## src/rtl/serial_alu_pkg.sv

```systemverilog
// serial_alu_pkg
//   Shared definitions for the bit-serial add/subtract sequencer:
//   the sequencer state encoding and the operation codes.
package serial_alu_pkg;

    typedef enum logic [1:0] {
        IDLE = 2'd0,
        RUN  = 2'd1,
        DONE = 2'd2
    } state_e;

    localparam logic OP_ADD = 1'b0;
    localparam logic OP_SUB = 1'b1;

endpackage

```

## src/rtl/serial_alu_seq_full_adder.sv

```systemverilog
// full_adder
//   One-bit full adder cell; the bit-slice that serial_alu_seq time-shares
//   across every operand bit.
// Ports:
//   S   out  sum bit
//   Car out  carry out
//   A   in   operand A bit
//   B   in   operand B bit
//   C   in   carry in
module full_adder (
    output logic S,
    output logic Car,
    input  logic A,
    input  logic B,
    input  logic C
);

    assign S   = A ^ B ^ C;
    assign Car = (A & B) | (C & (A ^ B));

endmodule

```

## src/rtl/serial_alu_seq.sv

```systemverilog
// serial_alu_seq
//   Bit-serial add/subtract sequencer. Captures a WIDTH-bit operand pair with
//   start, walks the bits LSB-first through a single full_adder (one bit per
//   clock), then presents result/cout for a one-cycle done pulse and holds
//   them until the next completion.
// Parameters:
//   WIDTH   operand/result width, 2..32
// Ports:
//   clk     in   system clock, rising edge
//   rst     in   asynchronous active-high reset
//   start   in   request; sampled only in IDLE or DONE
//   op      in   0 = a + b, 1 = a - b
//   a, b    in   operands
//   busy    out  high while bits are being processed
//   done    out  one-cycle completion pulse
//   result  out  sum/difference, modulo 2^WIDTH
//   cout    out  final carry (for subtract: 1 = no borrow)
//   ovf     out  signed overflow; only when SERIAL_ALU_OVF_EN is defined
// Configuration macro: SERIAL_ALU_OVF_EN
module serial_alu_seq
    import serial_alu_pkg::*;
#(
    parameter int WIDTH = 4
) (
    input  logic             clk,
    input  logic             rst,
    input  logic             start,
    input  logic             op,
    input  logic [WIDTH-1:0] a,
    input  logic [WIDTH-1:0] b,
    output logic             busy,
    output logic             done,
    output logic [WIDTH-1:0] result,
    output logic             cout
`ifdef SERIAL_ALU_OVF_EN
    ,
    output logic             ovf
`endif
);

    localparam int CNT_W = $clog2(WIDTH);

    state_e             state_q, state_d;
    logic [WIDTH-1:0]   a_sh_q, a_sh_d;
    logic [WIDTH-1:0]   b_sh_q, b_sh_d;
    logic [WIDTH-1:0]   sum_q, sum_d;
    logic               carry_q, carry_d;
    logic [CNT_W-1:0]   cnt_q, cnt_d;
    logic [WIDTH-1:0]   result_q, result_d;
    logic               cout_q, cout_d;
`ifdef SERIAL_ALU_OVF_EN
    logic               ovf_q, ovf_d;
`endif

    logic fa_s, fa_car;
    logic last_bit;
    logic accept;

    full_adder u_fa (
        .S   (fa_s),
        .Car (fa_car),
        .A   (a_sh_q[0]),
        .B   (b_sh_q[0]),
        .C   (carry_q)
    );

    assign last_bit = (cnt_q == CNT_W'(WIDTH - 1));
    assign accept   = ((state_q == IDLE) || (state_q == DONE)) && start;

    // ---------------- FSM: state register ----------------
    always_ff @(posedge clk or posedge rst) begin
        if (rst) state_q <= IDLE;
        else     state_q <= state_d;
    end

    // ---------------- FSM: next state ----------------
    always_comb begin
        state_d = state_q;
        case (state_q)
            IDLE:    if (start) state_d = RUN;
            RUN:     if (last_bit) state_d = DONE;
            DONE:    state_d = start ? RUN : IDLE;
            default: state_d = IDLE;
        endcase
    end

    // ---------------- FSM: outputs ----------------
    always_comb begin
        busy = (state_q == RUN);
        done = (state_q == DONE);
    end

    // ---------------- Datapath next values ----------------
    always_comb begin
        a_sh_d   = a_sh_q;
        b_sh_d   = b_sh_q;
        sum_d    = sum_q;
        carry_d  = carry_q;
        cnt_d    = cnt_q;
        result_d = result_q;
        cout_d   = cout_q;
`ifdef SERIAL_ALU_OVF_EN
        ovf_d    = ovf_q;
`endif
        if (accept) begin
            // Subtract is a + ~b + 1: invert B and seed the carry with 1.
            a_sh_d  = a;
            b_sh_d  = (op == OP_SUB) ? ~b : b;
            carry_d = op;
            cnt_d   = '0;
        end else if (state_q == RUN) begin
            a_sh_d  = a_sh_q >> 1;
            b_sh_d  = b_sh_q >> 1;
            sum_d   = {fa_s, sum_q[WIDTH-1:1]};
            carry_d = fa_car;
            // Hold on the last bit so the counter never wraps.
            if (!last_bit) cnt_d = cnt_q + 1'b1;
            if (last_bit) begin
                result_d = {fa_s, sum_q[WIDTH-1:1]};
                cout_d   = fa_car;
`ifdef SERIAL_ALU_OVF_EN
                // carry_q is the carry into the MSB during the last bit.
                ovf_d    = carry_q ^ fa_car;
`endif
            end
        end
    end

    // ---------------- Datapath registers ----------------
    always_ff @(posedge clk or posedge rst) begin
        if (rst) begin
            a_sh_q   <= '0;
            b_sh_q   <= '0;
            sum_q    <= '0;
            carry_q  <= 1'b0;
            cnt_q    <= '0;
            result_q <= '0;
            cout_q   <= 1'b0;
`ifdef SERIAL_ALU_OVF_EN
            ovf_q    <= 1'b0;
`endif
        end else begin
            a_sh_q   <= a_sh_d;
            b_sh_q   <= b_sh_d;
            sum_q    <= sum_d;
            carry_q  <= carry_d;
            cnt_q    <= cnt_d;
            result_q <= result_d;
            cout_q   <= cout_d;
`ifdef SERIAL_ALU_OVF_EN
            ovf_q    <= ovf_d;
`endif
        end
    end

    assign result = result_q;
    assign cout   = cout_q;
`ifdef SERIAL_ALU_OVF_EN
    assign ovf    = ovf_q;
`endif

endmodule

```

## config.mk

```make
export PLATFORM = sky130hd
export DESIGN_NAME = serial_alu_seq
export DESIGN_NICKNAME = d
export VERILOG_FILES = /design/src/rtl/serial_alu_pkg.sv /design/src/rtl/serial_alu_seq_full_adder.sv /design/src/rtl/serial_alu_seq.sv
export SDC_FILE = /design/constraint.sdc
export NUM_CORES = 1
export LEC_CHECK = 0
export CAP_MARGIN = 30
export CORE_MARGIN = 4
export CORE_UTILIZATION = 40
export DETAILED_ROUTE_END_ITERATION = 6
export PLACE_DENSITY = 0.77
export SETUP_SLACK_MARGIN = 0.4
export SLEW_MARGIN = 20
export SYNTH_ARGS = -nofsm -noshare
export SYNTH_HDL_FRONTEND = slang
export SYNTH_HIERARCHICAL = 1
export SYNTH_SLANG_ARGS = --single-unit
```

## constraint.sdc

```tcl
create_clock -name clk -period 1.2 [get_ports clk]
set_clock_uncertainty 0.05 [all_clocks]
set_input_delay 0.3 -clock clk [delete_from_list [all_inputs] [get_ports clk]]
set_output_delay 0.3 -clock clk [all_outputs]
set_load 0.05 [all_outputs]
```

After elaboration in Yosys (flattened, before gate mapping)
Cells that the tools add are included.
W data, S select, Z words.
{"block": "totals", "wordCells": 44, "reg_bits": 22, "input_bits": 12}
{"block": "classes", "mux": 14, "addsub": 1, "reduce_logical": 8, "n_eq_ne": 6, "bitwise_logic": 7}
{"op": "$mux W4", "n": 5}
{"op": "$mux W2", "n": 5}
{"op": "$pmux W2 S3", "n": 1}
{"op": "$reduce_and A2 Y1", "n": 3}
{"op": "$eq A2 B2 Y1 const B", "n": 2}
{"op": "$ne A2 B1 Y1 const B", "n": 2}
{"op": "$not A4 Y4", "n": 1}
{"op": "$mux W1", "n": 3}
{"op": "$reduce_and A3 Y1", "n": 1}
{"op": "$add A2 B1 Y2 const B", "n": 1}
{"op": "$and A1 B1 Y1", "n": 2}
{"op": "$eq A2 B1 Y1 const B", "n": 1}
{"op": "$logic_not A2 Y1", "n": 1}
{"op": "$ne A2 B2 Y1 const B", "n": 1}
{"op": "$reduce_bool A2 Y1", "n": 1}
{"op": "$xor A1 B1 Y1", "n": 2}
{"op": "$logic_and A1 B1 Y1", "n": 1}
{"op": "$logic_or A1 B1 Y1", "n": 1}
{"op": "$not A1 Y1", "n": 1}
{"op": "$or A1 B1 Y1", "n": 1}

Longest topological paths before layout
Gate-level depths: netlist of run 1.
{"block": "logic_depth", "ltp_word": 5, "mapped_depth": 5, "ltp_nobuf": 4}

Hierarchy
The synthesis of run 1 kept the hierarchy.
{"mod": "serial_alu_seq", "n_inst": 1, "area_each_um2": 918.4, "seq_area_each_um2": 525.5, "cells_per_inst": 71}
{"mod": "full_adder", "n_inst": 1, "area_each_um2": 20.0, "seq_area_each_um2": 0.0, "cells_per_inst": 1}

Worst setup path after synthesis of run 1
OpenSTA, ideal clock, no wires.
{"block": "synth_path", "kind": "register -> output", "start": "reg state_q[1]", "end": "out done", "setup_slack_ns": -0.280, "stages_incl_launch_ff": 2, "path_buffers": 0, "arrival_time_ns": 1.130, "path_cell_list": "dfrtp_1 > nor2b_1"}
{"block": "synth_via", "elab_chain_len": 1}
{"item": "start: declaration", "line": "serial_alu_seq.sv:43", "rtl": "state_e state_q, state_d;"}
{"item": "start signal: assignment", "line": "serial_alu_seq.sv:73", "rtl": "else state_q <= state_d;"}
{"item": "$eq A2 B2 Y1", "line": "serial_alu_seq.sv:90", "rtl": "done = (state_q == DONE);"}
{"item": "end: declaration", "line": "serial_alu_seq.sv:32", "rtl": "output logic done,"}
No other way between the ends.

Final worst setup path of run 1
{"block": "layout_path", "start": "reg state_q[0]", "end": "out done"}
Same word-level chain as after synthesis.

==> results of run 1 <==
## worst reg2reg max path, stage by stage, from the launching register on
cell,delay (ns)
sky130_fd_sc_hd__dfrtp_1,0.44
sky130_fd_sc_hd__nor2b_4,0.15
sky130_fd_sc_hd__buf_4,0.14
sky130_fd_sc_hd__buf_8,0.13
sky130_fd_sc_hd__buf_4,0.13
sky130_fd_sc_hd__a22o_1,0.18
sky130_fd_sc_hd__a21o_1,0.14
## cells in the final DEF (no fill, tap or decap), drive strengths merged
master,instances
fa,1
a22o,5
mux2i,5
a21o,3
xnor2,1
nand2,5
nor2b,3
xor2,4
ha,1
o21ai,4
dfrtp,21
or2,1
mux2,8
clkdlybuf4s50,11
nor2,3
inv,2
buf,28
nor3b,1
clkbuf,4
## timing repair
action                                  CTS  global route
endpoints found under the setup margin   28            28
resized for setup                         5            15
pin swaps                                 4             0
setup buffers                             3             8
gates cloned                              0             0
## where the power goes
group          internal, mW  total (mW)  leakage [nW]  switching, mW
Clock                 0.129       0.329        0.0150          0.200
Sequential             1.05        1.34         0.256          0.292
Combinational          1.71        2.91         0.476           1.20
Total                  2.89        4.58         0.747           1.69
## stage by stage
stage | cell area [um^2] | hold WS (ns)
after floorplan | 977 | 0.226
after global placement | 1340 | 0.411
after detailed placement | 1340 | 0.431
after CTS | 1410 | 0.265
after global routing | 1540 | 0.272
final | 1540 | 0.260
## area by class of cell
cell class	count	area share [%]
Multi-Input combinational cell	45	30.6
Timing Repair Buffer	39	30.2
Sequential cell	21	34.6
Inverter	2	0.489
Tap cell	28	2.28
Clock buffer	4	1.71
## synthesized netlist by cell type
cell	number
sky130_fd_sc_hd__dfrtp_1	21
sky130_fd_sc_hd__mux2_2	8
sky130_fd_sc_hd__a22o_1	5
sky130_fd_sc_hd__mux2i_1	5
sky130_fd_sc_hd__nand2_1	4
sky130_fd_sc_hd__o21ai_1	4
sky130_fd_sc_hd__xor2_1	4
sky130_fd_sc_hd__a21o_1	3
sky130_fd_sc_hd__nor2_1	3
sky130_fd_sc_hd__buf_2	2
sky130_fd_sc_hd__inv_1	2
sky130_fd_sc_hd__nor2b_1	2
sky130_fd_sc_hd__buf_6	1
sky130_fd_sc_hd__clkbuf_1	1
sky130_fd_sc_hd__fa_1	1
sky130_fd_sc_hd__ha_1	1
sky130_fd_sc_hd__nand2_2	1
sky130_fd_sc_hd__nor2b_4	1
sky130_fd_sc_hd__nor3b_2	1
sky130_fd_sc_hd__or2_2	1
sky130_fd_sc_hd__xnor2_1	1
## worst min path at each step
stage	end	depth (start not counted)	slack [ns]
2_1_floorplan	a_sh_q[0]$_DFFE_PP0P_	1	0.23
3_3_place_gp	a_sh_q[2]$_DFFE_PP0P_	1	0.41
3_5_place_dp	a_sh_q[1]$_DFFE_PP0P_	1	0.43
4_1_cts	state_q[0]$_DFFE_PP0P_	3	0.26
5_1_grt	a_sh_q[1]$_DFFE_PP0P_	3	0.27
6_report	a_sh_q[3]$_DFFE_PP0P_	3	0.26
## state kept, by name, summed over array words and instances, names as in the netlist
| register | cells |
|---|---|
| a_sh_q | 4 |
| b_sh_q | 4 |
| carry_q | 1 |
| cnt_q | 2 |
| cout | 1 |
| result | 4 |
| state_q | 2 |
| sum_q | 3 |
## routing by layer
metal,track usage (%),vias to the layer above
li1,-,321
met1,16.7,338
met2,22.3,15
met3,1.84,4
met4,3.05,0
met5,0,-
## cell families (layout without fill, tap and decap cells)
family	after synthesis	count (layout)	synth area share, %
and+or+nand+nor	13	13	8.27
adders and majority gates	2	2	3.47
DFF	21	21	56.0
muxes	13	13	14.9
AOI/OAI and AO/OA	12	12	9.20
buffers and inverters	6	45	3.47
xor gates and xnor gates	5	5	4.67
==> results summary, run 1 <==
The total clock sinks is 21. The hold violation total from the final report came out at 0. The checks that failed: negative setup slack. The overall die width is between 50 and 60 um.

The worst setup path is captured at a primary output. The fraction of the core area covered by cells at the end of the flow is 69.4%. The share of the synthesized area in the top cell type came out at a little under three fifths.

Across the run, the number of max-cap violations was 0. The number of buffer cells added on primary ports is 18. The first global-routing pass estimated 3260 um of wire.

In this run the static leakage power is about 0.75 nW. The number of standard-cell rows in the floorplan is 17. The number of max-slew violations in the final report was 0. The total area of sequential cells came out at 532 um^2. The worst slew margin relative to its limit is between 80% and 90%.

The core footprint came out at ~2200 um^2. Summing every instance area after synthesis gives roughly 940 um^2. The time the final worst path needs with I/O delays and setup is between 1.5 and 2 ns. The number of remaining DRC errors is 0. The type of element launching the critical path is a flip-flop.

The clock transition at the register clock pins on the worst setup and hold paths after CTS came out at 0.11 ns. The met3 wirelength from detailed routing came out at 67 um. During I/O placement, the number of pins put on the boundary was 19.

Summed over all nets, wire length on met2 after detailed routing comes to 1110 um. The routed layout has ~680 vias. The final cycle utilization of the critical path came out at 126%.

The number of buffers created by CTS came out at 3. The number of antenna diodes came out at 0. The highest metal layer carrying signal wires in the routed design is met4. The share of the yosys chip area belonging to registers came out at 56.0%. The effective utilization at floorplan is between 40% and 50%.

The flow ran to the end, but the final reports show violations. The largest fanout of any net on the critical path came out at 3. The areal power density over the cells is approximately 3000 nW/um^2. The aggregate negative setup slack is -4.22 ns. The required time at the endpoint of the critical path is about 0.85 ns. The largest net degree at the start of global routing came out at 22. The maximum root-to-sink buffer count is 2. The destination of the critical timing path is done. The met1 wire length is between 800 and 900 um. The via count of the first global-routing pass came out at around 680. The number of cells after detailed placement is ~120. The count of cells along the worst register-to-register path came out at 6. After synthesis, the cell types taking the most area are sky130_fd_sc_hd__dfrtp_1 56%, sky130_fd_sc_hd__mux2_2 9.6%, sky130_fd_sc_hd__mux2i_1 5.3%, sky130_fd_sc_hd__a22o_1 4.7%, sky130_fd_sc_hd__xor2_1 3.7%.

The pin slew with the least headroom to its limit is approximately 0.22 ns. The mean post-synth cell area came out at between 10 and 15 um^2. Counting both buffers and inverters, the worst setup path holds a total of 2.

The setup slack of the most critical reg-to-reg path came out at -0.26 ns. Synthesis instantiated 21 different standard cells from the library. Of the cells placed in the final design, the portion with a size suffix greater than 1 is about half. The dominant delay contributor by cell family on the critical path is flip-flops. The first detailed-routing pass ran for 4 iterations. The largest total area in the synthesized netlist belongs to sky130_fd_sc_hd__dfrtp_1. At the end of routability-driven placement, the weighted congestion stood at around 0.74. The post-synth net total is 86. The buffer cell driving the clock tree root is sky130_fd_sc_hd__clkbuf_4.

The filler cell count is 150. The critical path is of the flip-flop to primary output type. The floorplan step set the die height to about 56 um. The quantity of hold-fixing buffers added after cts came out at 0. The die area came out at around 3200 um^2. In this run the worst hold path is classified as input port to asynchronous set/reset pin.

The slowest stage of the critical path is the sky130_fd_sc_hd__dfrtp_1 cell. The synthesis-stage register bit count is 21. Setup violations remaining at the end of the flow were counted as 27. The clock latency reported for the late side of the worst-skew pair is 0.29 ns. After the first detailed-routing iteration, the DRC count stood at 10. The endpoint identified for the worst register-to-register timing path is a_sh_q[1]$_DFFE_PP0P_.

The number of warning messages in the yosys log is 6. Global routing used between 10% and 20% of the available tracks across all layers. Across all setup checks in the final design, the least slack found is -0.308 ns. The multi-input gate area in the final layout is around 470 um^2. Timing would allow up to roughly 660 MHz. The half-perimeter wire length after placement is approximately 1400 um.

Before CTS, the worst setup slack after placement is -0.355 ns. The critical path launch point is state_q[0]$_DFFE_PP0P_. CTS built an H-tree with a depth of 1.

The count of non-filler cells in the finished layout came out at roughly 140. The arrival time at the worst endpoint is 1.16 ns. The ratio of routed vias to standard cells came out at a little under 5. The total global routing overflow is 0. The initial antenna violation count came out at 0.

The worst IR drop on VDD is approximately 1.6 mV. The final net count came out at 126. Counting buffers and inverters, the worst setup path is 3 cells deep.

For this run, the slowest stage of the critical path takes ~0.44 ns. In this run the critical register-to-register path is launched from state_q[0]$_DFFE_PP0P_. The post-detailed-route wirelength per cell is between 15 and 20 um.

TritonCTS built the clock tree. The total detailed-routing wirelength came out at 2100 um. Counting every instance in the synthesized netlist gives 72. Setup repair after global routing could not meet its margin everywhere. The layout overhead on the synthesized area is 63.6%.

The final antenna-violating net count came out at 0. The overall power after layout came out at roughly 4.6 mW. Walking the worst path, the cells encountered are buf_4 > nor2b_4 > buf_12.
No activity file was read; power rests on OpenSTA's default activity.
==> run 2: changes to the inputs <==
SKIP_LAST_GASP = 1   (was not set)
==> run 2 against run 1 <==
Largest cell class unchanged; critical path depth is the same; largest power group unchanged; setup slack got worse by 0.019 ns; register-to-register slack barely moved; critical endpoint is now busy; via count grew 2.1%; the flow still finishes with violations (negative setup slack); sequential cell count unchanged.
==> results summary, run 2 (synthesis gave the netlist of run 1 again) <==
The run finished, with violations left. The checks that failed: negative setup slack. The achievable clock frequency came out at around 650 MHz.

The initial DRC count came out at 8. In the global route stage, overall resource usage came out at between 10% and 20%. The fraction of final layout cells with drive strength greater than 1 came out at 48.6%.

The number of antenna diodes came out at 0. Counting buffers and inverters, the worst setup path is 3 cells deep. The I/O pin total came out at 19. In this run the number of H-tree levels came out at 1.

Summed over all layers, the global routing overflow is 0. For the worst setup path, the data required time is ~0.85 ns. Walking the worst path, the cells encountered are nor2b_4 > buf_12 > buf_12. Leaving out fill and tap cells, the most frequent cell in the layout is sky130_fd_sc_hd__dfrtp_1. Among the stages of the critical path, the cell type that occurs most often is sky130_fd_sc_hd__buf_12. The overall power after layout is 4.59 mW. The final cycle utilization of the critical path is 127%. The tool flagged a number of max-cap violations equal to 0. Across all setup checks in the final design, the least slack found is -0.327 ns. The number of buffers and inverters on the critical path is 2.

The launch point of the worst reg-to-reg path is state_q[0]$_DFFE_PP0P_. The areal power density over the cells came out at about 3000 nW/um^2. The worst pin sits at a relative slew slack of 85.0%. The largest fanout of any net on the critical path is 4. Entering global routing, the biggest net connects 22 pins. Buffers inserted during clock tree synthesis total 3. For this design the static power due to leakage is 0.746 nW. The buffer cell driving the clock tree root is sky130_fd_sc_hd__clkbuf_4.

For this design, the slowest cell found on the critical path is sky130_fd_sc_hd__dfrtp_1. The half-perimeter wire length after placement came out at 1360 um. The kind of end point of the critical path is a primary output. Grouping stages by cell kind, the critical path spends the most delay in flip-flops.

The worst reg2reg path endpoint is b_sh_q[1]$_DFFE_PP0P_. The hold violation total from the final report came out at 0. The number of cells after detailed placement came out at between 100 and 150. Cells fill just under 70% of the core in the end. The library cells used most frequently in the layout, excluding fill and tap cells, are 16 x sky130_fd_sc_hd__dfrtp_1, 15 x sky130_fd_sc_hd__buf_4, 11 x sky130_fd_sc_hd__clkdlybuf4s50_1. Once layout is complete, the cells apart from fillers number about 140. The first-pass detailed-route iteration total is 2. The number of max-slew violations in the final report came to 0. The number of remaining DRC errors is 0. For the worst-skew pair, the clock arrives at the later sink with an insertion delay of 0.31 ns. The total detailed-routing wirelength came out at about 2200 um. The worst-case setup slack after placement is -0.355 ns. The pin slew with the least headroom to its limit is about 0.22 ns. The final net count came out at about 130. The total clock sinks came out at 21. The layout overhead on the synthesized area came out at 63.2%. The delay of the slowest cell on the worst path is between 0.4 and 0.5 ns.

The time the final worst path needs with I/O delays and setup is about 1.5 ns. The global-route wire length before repair is between 3000 and 4000 um. The type of element launching the critical path is a flip-flop. The setup-violating endpoint count in the final report came out at 27.

The die area came out at about 3200 um^2. For this configuration, the core starts out at a cell density of a little over two fifths. TritonCTS built the clock tree. IR analysis of the VDD net gives a maximum drop of approximately 1.5 mV.

The ratio of routed vias to standard cells is between 4 and 5. From left edge to right edge, the die measures 56.4 um. The critical setup path kind is flip-flop to primary output.

The placer's final routability congestion estimate came out at approximately 0.74. The clock transition at the register clock pins on the worst setup and hold paths after CTS came out at around 0.12 ns. The setup slack of the most critical reg-to-reg path is -0.27 ns. The count of cells along the worst register-to-register path is 6. The core footprint came out at between 2000 and 2500 um^2. The height of the chip is ~56 um. Setup repair after global routing could not meet its margin everywhere. The clock passes through at most 2 buffers. The number of buffer cells added on primary ports came out at 18. For the worst setup path, the data arrival time is 1.18 ns. In this run the worst hold path is classified as input port to asynchronous set/reset pin. The post-detailed-route wirelength per cell is approximately 16 um. The via count of the first global-routing pass came out at roughly 680. The initial antenna violation count is 0. Once detail routing completed, the nets flagged for antenna violations numbered 0.

After floorplanning, the core was divided into 17 placement rows. The routed layout has a little under 700 vias.
-- run 2: cell types whose count changed in the layout (fill, tap and decap cells not counted) --
| cell | delta |
|---|---|
| sky130_fd_sc_hd__buf_4 | +1 |
| sky130_fd_sc_hd__buf_6 | -1 |
-- run 2: layout make-up --
| cell class | count | area [um^2] |
|---|---|---|
| fill | 150 | 681 |
| inverter | 2 | 7.51 |
| clock buffer | 4 | 26.3 |
| sequential | 21 | 532 |
| timing repair buffer | 39 | 460 |
| multi-input combinational | 45 | 470 |
| tap | 28 | 35.0 |
-- run 2: metal layers --
| metal | share of wire, % | vias to the layer above | track usage, % | wire length (um) |
|---|---|---|---|---|
| li1 | - | 323 | - | - |
| met1 | 42 | 355 | 16.7 | 896 |
| met2 | 54 | 12 | 22.3 | 1170 |
| met4 | 1.3 | 0 | 3.05 | 27 |
| met5 | 0 | - | 0 | 0 |
| met3 | 2.9 | 2 | 1.84 | 63 |
-- run 2: worst max-delay path by stage --
stage | slack (ns) | startpoint | end
4_1_cts | -0.30 | state_q[0]$_DFFE_PP0P_ | done
5_1_grt | -0.36 | state_q[1]$_DFFE_PP0P_ | busy
2_1_floorplan | -0.08 | state_q[1]$_DFFE_PP0P_ | sum_q[1]$_DFFE_PP0P_
3_3_place_gp | -0.31 | start | a_sh_q[0]$_DFFE_PP0P_
3_5_place_dp | -0.36 | start | a_sh_q[0]$_DFFE_PP0P_
6_report | -0.33 | state_q[0]$_DFFE_PP0P_ | busy
-- run 2: worst register-to-register path: cells and delay by family (launching register included) --
kind	cells	cell delay [ns]
AO/OA/AOI/OAI	1	0.09
buffers and inverters	3	0.37
flip-flops	1	0.43
multiplexers	1	0.22
AND/OR/NAND/NOR	1	0.20
-- run 2: where the power goes --
group          leakage, nW  internal [mW]  switching (mW)
Clock               0.0150          0.130           0.212
Sequential           0.256           1.05           0.294
Combinational        0.475           1.71            1.20
-- run 2: metrics by stage --
stage / hold WS (ns) / setup TNS [ns] / area (um^2)
floorplan: 0.226 / -0.375 / 977
global route: 0.266 / -5.48 / 1530
CTS: 0.265 / -2.79 / 1410
detailed placement: 0.431 / -4.14 / 1340
finish: 0.244 / -4.57 / 1530
global placement: 0.411 / -3.51 / 1340
-- run 2: what timing repair did --
| action | CTS | global route |
|---|---|---|
| pin swaps | 4 | 0 |
| setup endpoints to repair | 28 | 28 |
| buffers inserted | 3 | 8 |
| gates resized for setup | 5 | 14 |
| hold buffers | 0 | 0 |
==> run 3: changes to the inputs <==
PLACE_DENSITY = 0.67   (was 0.77)
==> run 3 against run 2 <==
Sequential share of layout area is 0.17 points higher; non-clock buffer count decreased by 1; critical endpoint unchanged; setup slack better by 0.019 ns; the flow still finishes with violations (negative setup slack); sequential cell count did not move.
==> results summary, run 3 (synthesis gave the netlist of run 1 again) <==
The ratio of routed vias to standard cells came out at approximately 4.6. The filler cell count is between 150 and 200. The worst-case IR drop observed on VDD is ~1.5 mV. In this run the count of I/O pins placed on the die edge is 19. The final cycle utilization of the critical path came out at 126%. The global-route wire length before repair is between 3000 and 4000 um. The post-detailed-route wirelength per cell is ~14 um. The number of buffers created by CTS came out at 3. The library cells used most frequently in the layout, excluding fill and tap cells, are 16 x sky130_fd_sc_hd__dfrtp_1, 11 x sky130_fd_sc_hd__clkdlybuf4s50_1, 11 x sky130_fd_sc_hd__buf_4. Setup repair after global routing could not meet its margin everywhere. The final net count came out at between 100 and 150. The flow ran to the end, but the final reports show violations.

The layout overhead on the synthesized area is 62.4%. The pin slew with the least headroom to its limit came out at 0.292 ns. The class of the worst hold path is input port to asynchronous set/reset pin. Cells fill 68.9% of the core in the end. Once detail routing completed, the nets flagged for antenna violations numbered 0.

Hold repair after CTS inserted 0 buffers. Detailed routing inserted a total of about 630 vias. The clock latency reported for the late side of the worst-skew pair is 0.30 ns. The number of remaining DRC errors is 0. The areal power density over the cells came out at about 2900 nW/um^2. The total overflow left after global routing is 0. The height of the chip came out at around 56 um. The overall die width came out at between 50 and 60 um. After clock tree synthesis, the clock-pin slew on the worst setup and hold paths is approximately 0.11 ns.

The worst register-to-register path has a depth of 6. The effective utilization at floorplan came out at between 40 and 50%. The die area came out at between 3000 and 4000 um^2. The placer's final routability congestion estimate came out at a little under 0.7.

The core footprint came out at 2210 um^2. The initial DRC count came out at 5. The global-route usage over all layers came out at approximately an eighth. Max-cap violations in this run came to 0. The required time at the endpoint of the critical path came out at 0.85 ns. The reported leakage power is ~0.73 nW. The overall power after layout is roughly 4.5 mW. The hold violation total from the final report came out at 0. The initial antenna violation count came out at 0. The number of max-slew violations in the final report came out at 0. The half-perimeter wire length after placement came out at 1270 um. The total clock sinks is 21. The worst setup path is captured at a primary output. The CTS tree is yes. The time the final worst path needs with I/O delays and setup is around 1.5 ns. The fraction of final layout cells with drive strength greater than 1 came out at between 40 and 50%. The floorplan has 17 rows.

The CTS H-tree depth came out at 1. The checks that failed: negative setup slack. The achievable clock frequency came out at between 600 and 700 MHz. The area of all placed cells without fillers came out at 1520 um^2. The arrival time at the worst endpoint is 1.16 ns.

The number of buffer cells added on primary ports came out at 18. The maximum root-to-sink buffer count is 2. The first-pass detailed-route iteration total is 2. The total detailed-routing wirelength came out at just under 2000 um.

The setup path with the least slack is of type flip-flop to primary output. The worst setup path is launched from a flip-flop. The setup-violating endpoint count in the final report came out at 27. The largest fanout of any net on the critical path came out at 3. The largest net degree at the start of global routing is 22. The via count of the first global-routing pass is roughly 650.

The library cell used most frequently in the layout, excluding fill and tap cells, is sky130_fd_sc_hd__dfrtp_1. Clock tree synthesis selected as its root buffer the cell sky130_fd_sc_hd__clkbuf_4. 0 antenna diodes ended up in the layout.

The worst-case setup margin in the final layout is -0.309 ns. After detailed placement, the total cell area comes to 1340 um^2. The worst slew margin relative to its limit came out at between 80% and 90%.
==> run 3: area by class of cell <==
type,instances,area (um^2),share of cell area (%)
timing repair buffer,38,459,30.1
sequential,21,532,34.9
inverter,2,7.51,0.493
tap,28,35.0,2.30
multi-input combinational,45,464,30.5
clock buffer,4,26.3,1.72
==> run 3: report_power, final <==
part	leakage, nW	switching [mW]	total [mW]	internal [mW]
registers	0.256	0.267	1.32	1.05
logic	0.462	1.17	2.80	1.63
clock network	0.0150	0.201	0.330	0.129
==> run 3: what timing repair did <==
item,in CTS,in global routing
buffers inserted,5,4
pin swaps,4,5
resized for setup,13,10
setup endpoints to repair,28,28
==> run 3: metal layers <==
metal	GRT usage (%)	vias up	routed length, um
li1	-	319	-
met2	19.5	15	983
met5	0	-	0
met1	15.9	298	873
met4	4.07	0	15
met3	3.68	2	103
==> run 3: through the flow <==
| step | setup WS (ns) | hold WS [ns] | std cells | TNS [ns] |
|---|---|---|---|---|
| 3_5_place_dp | -0.348 | 0.421 | 125 | -3.77 |
| 6_report | -0.309 | 0.261 | 138 | -4.36 |
| 2_1_floorplan | -0.0761 | 0.226 | 72 | -0.375 |
| 4_1_cts | -0.285 | 0.262 | 134 | -3.80 |
| 3_3_place_gp | -0.312 | 0.413 | 125 | -3.44 |
| 5_1_grt | -0.368 | 0.262 | 138 | -5.84 |
==> run 3: worst paths after layout <==
check	startpoint	to	slack (ns)
max	state_q[0]$_DFFE_PP0P_	busy	-0.31
min	rst	a_sh_q[1]$_DFFE_PP0P_	0.26
max reg2reg	state_q[0]$_DFFE_PP0P_	a_sh_q[1]$_DFFE_PP0P_	-0.26
min reg2reg	a_sh_q[2]$_DFFE_PP0P_	a_sh_q[2]$_DFFE_PP0P_	0.46
max in group asynchronous	rst	result[2]$_DFFE_PP0P_	0.69
min in group clk	a_sh_q[2]$_DFFE_PP0P_	a_sh_q[2]$_DFFE_PP0P_	0.46
==> run 3: worst max-delay path, stage by stage, from the launching register on <==
cell and delay [ns]:
sky130_fd_sc_hd__dfrtp_1 0.41, sky130_fd_sc_hd__nor2b_4 0.21, sky130_fd_sc_hd__buf_12 0.12, sky130_fd_sc_hd__buf_12 0.12
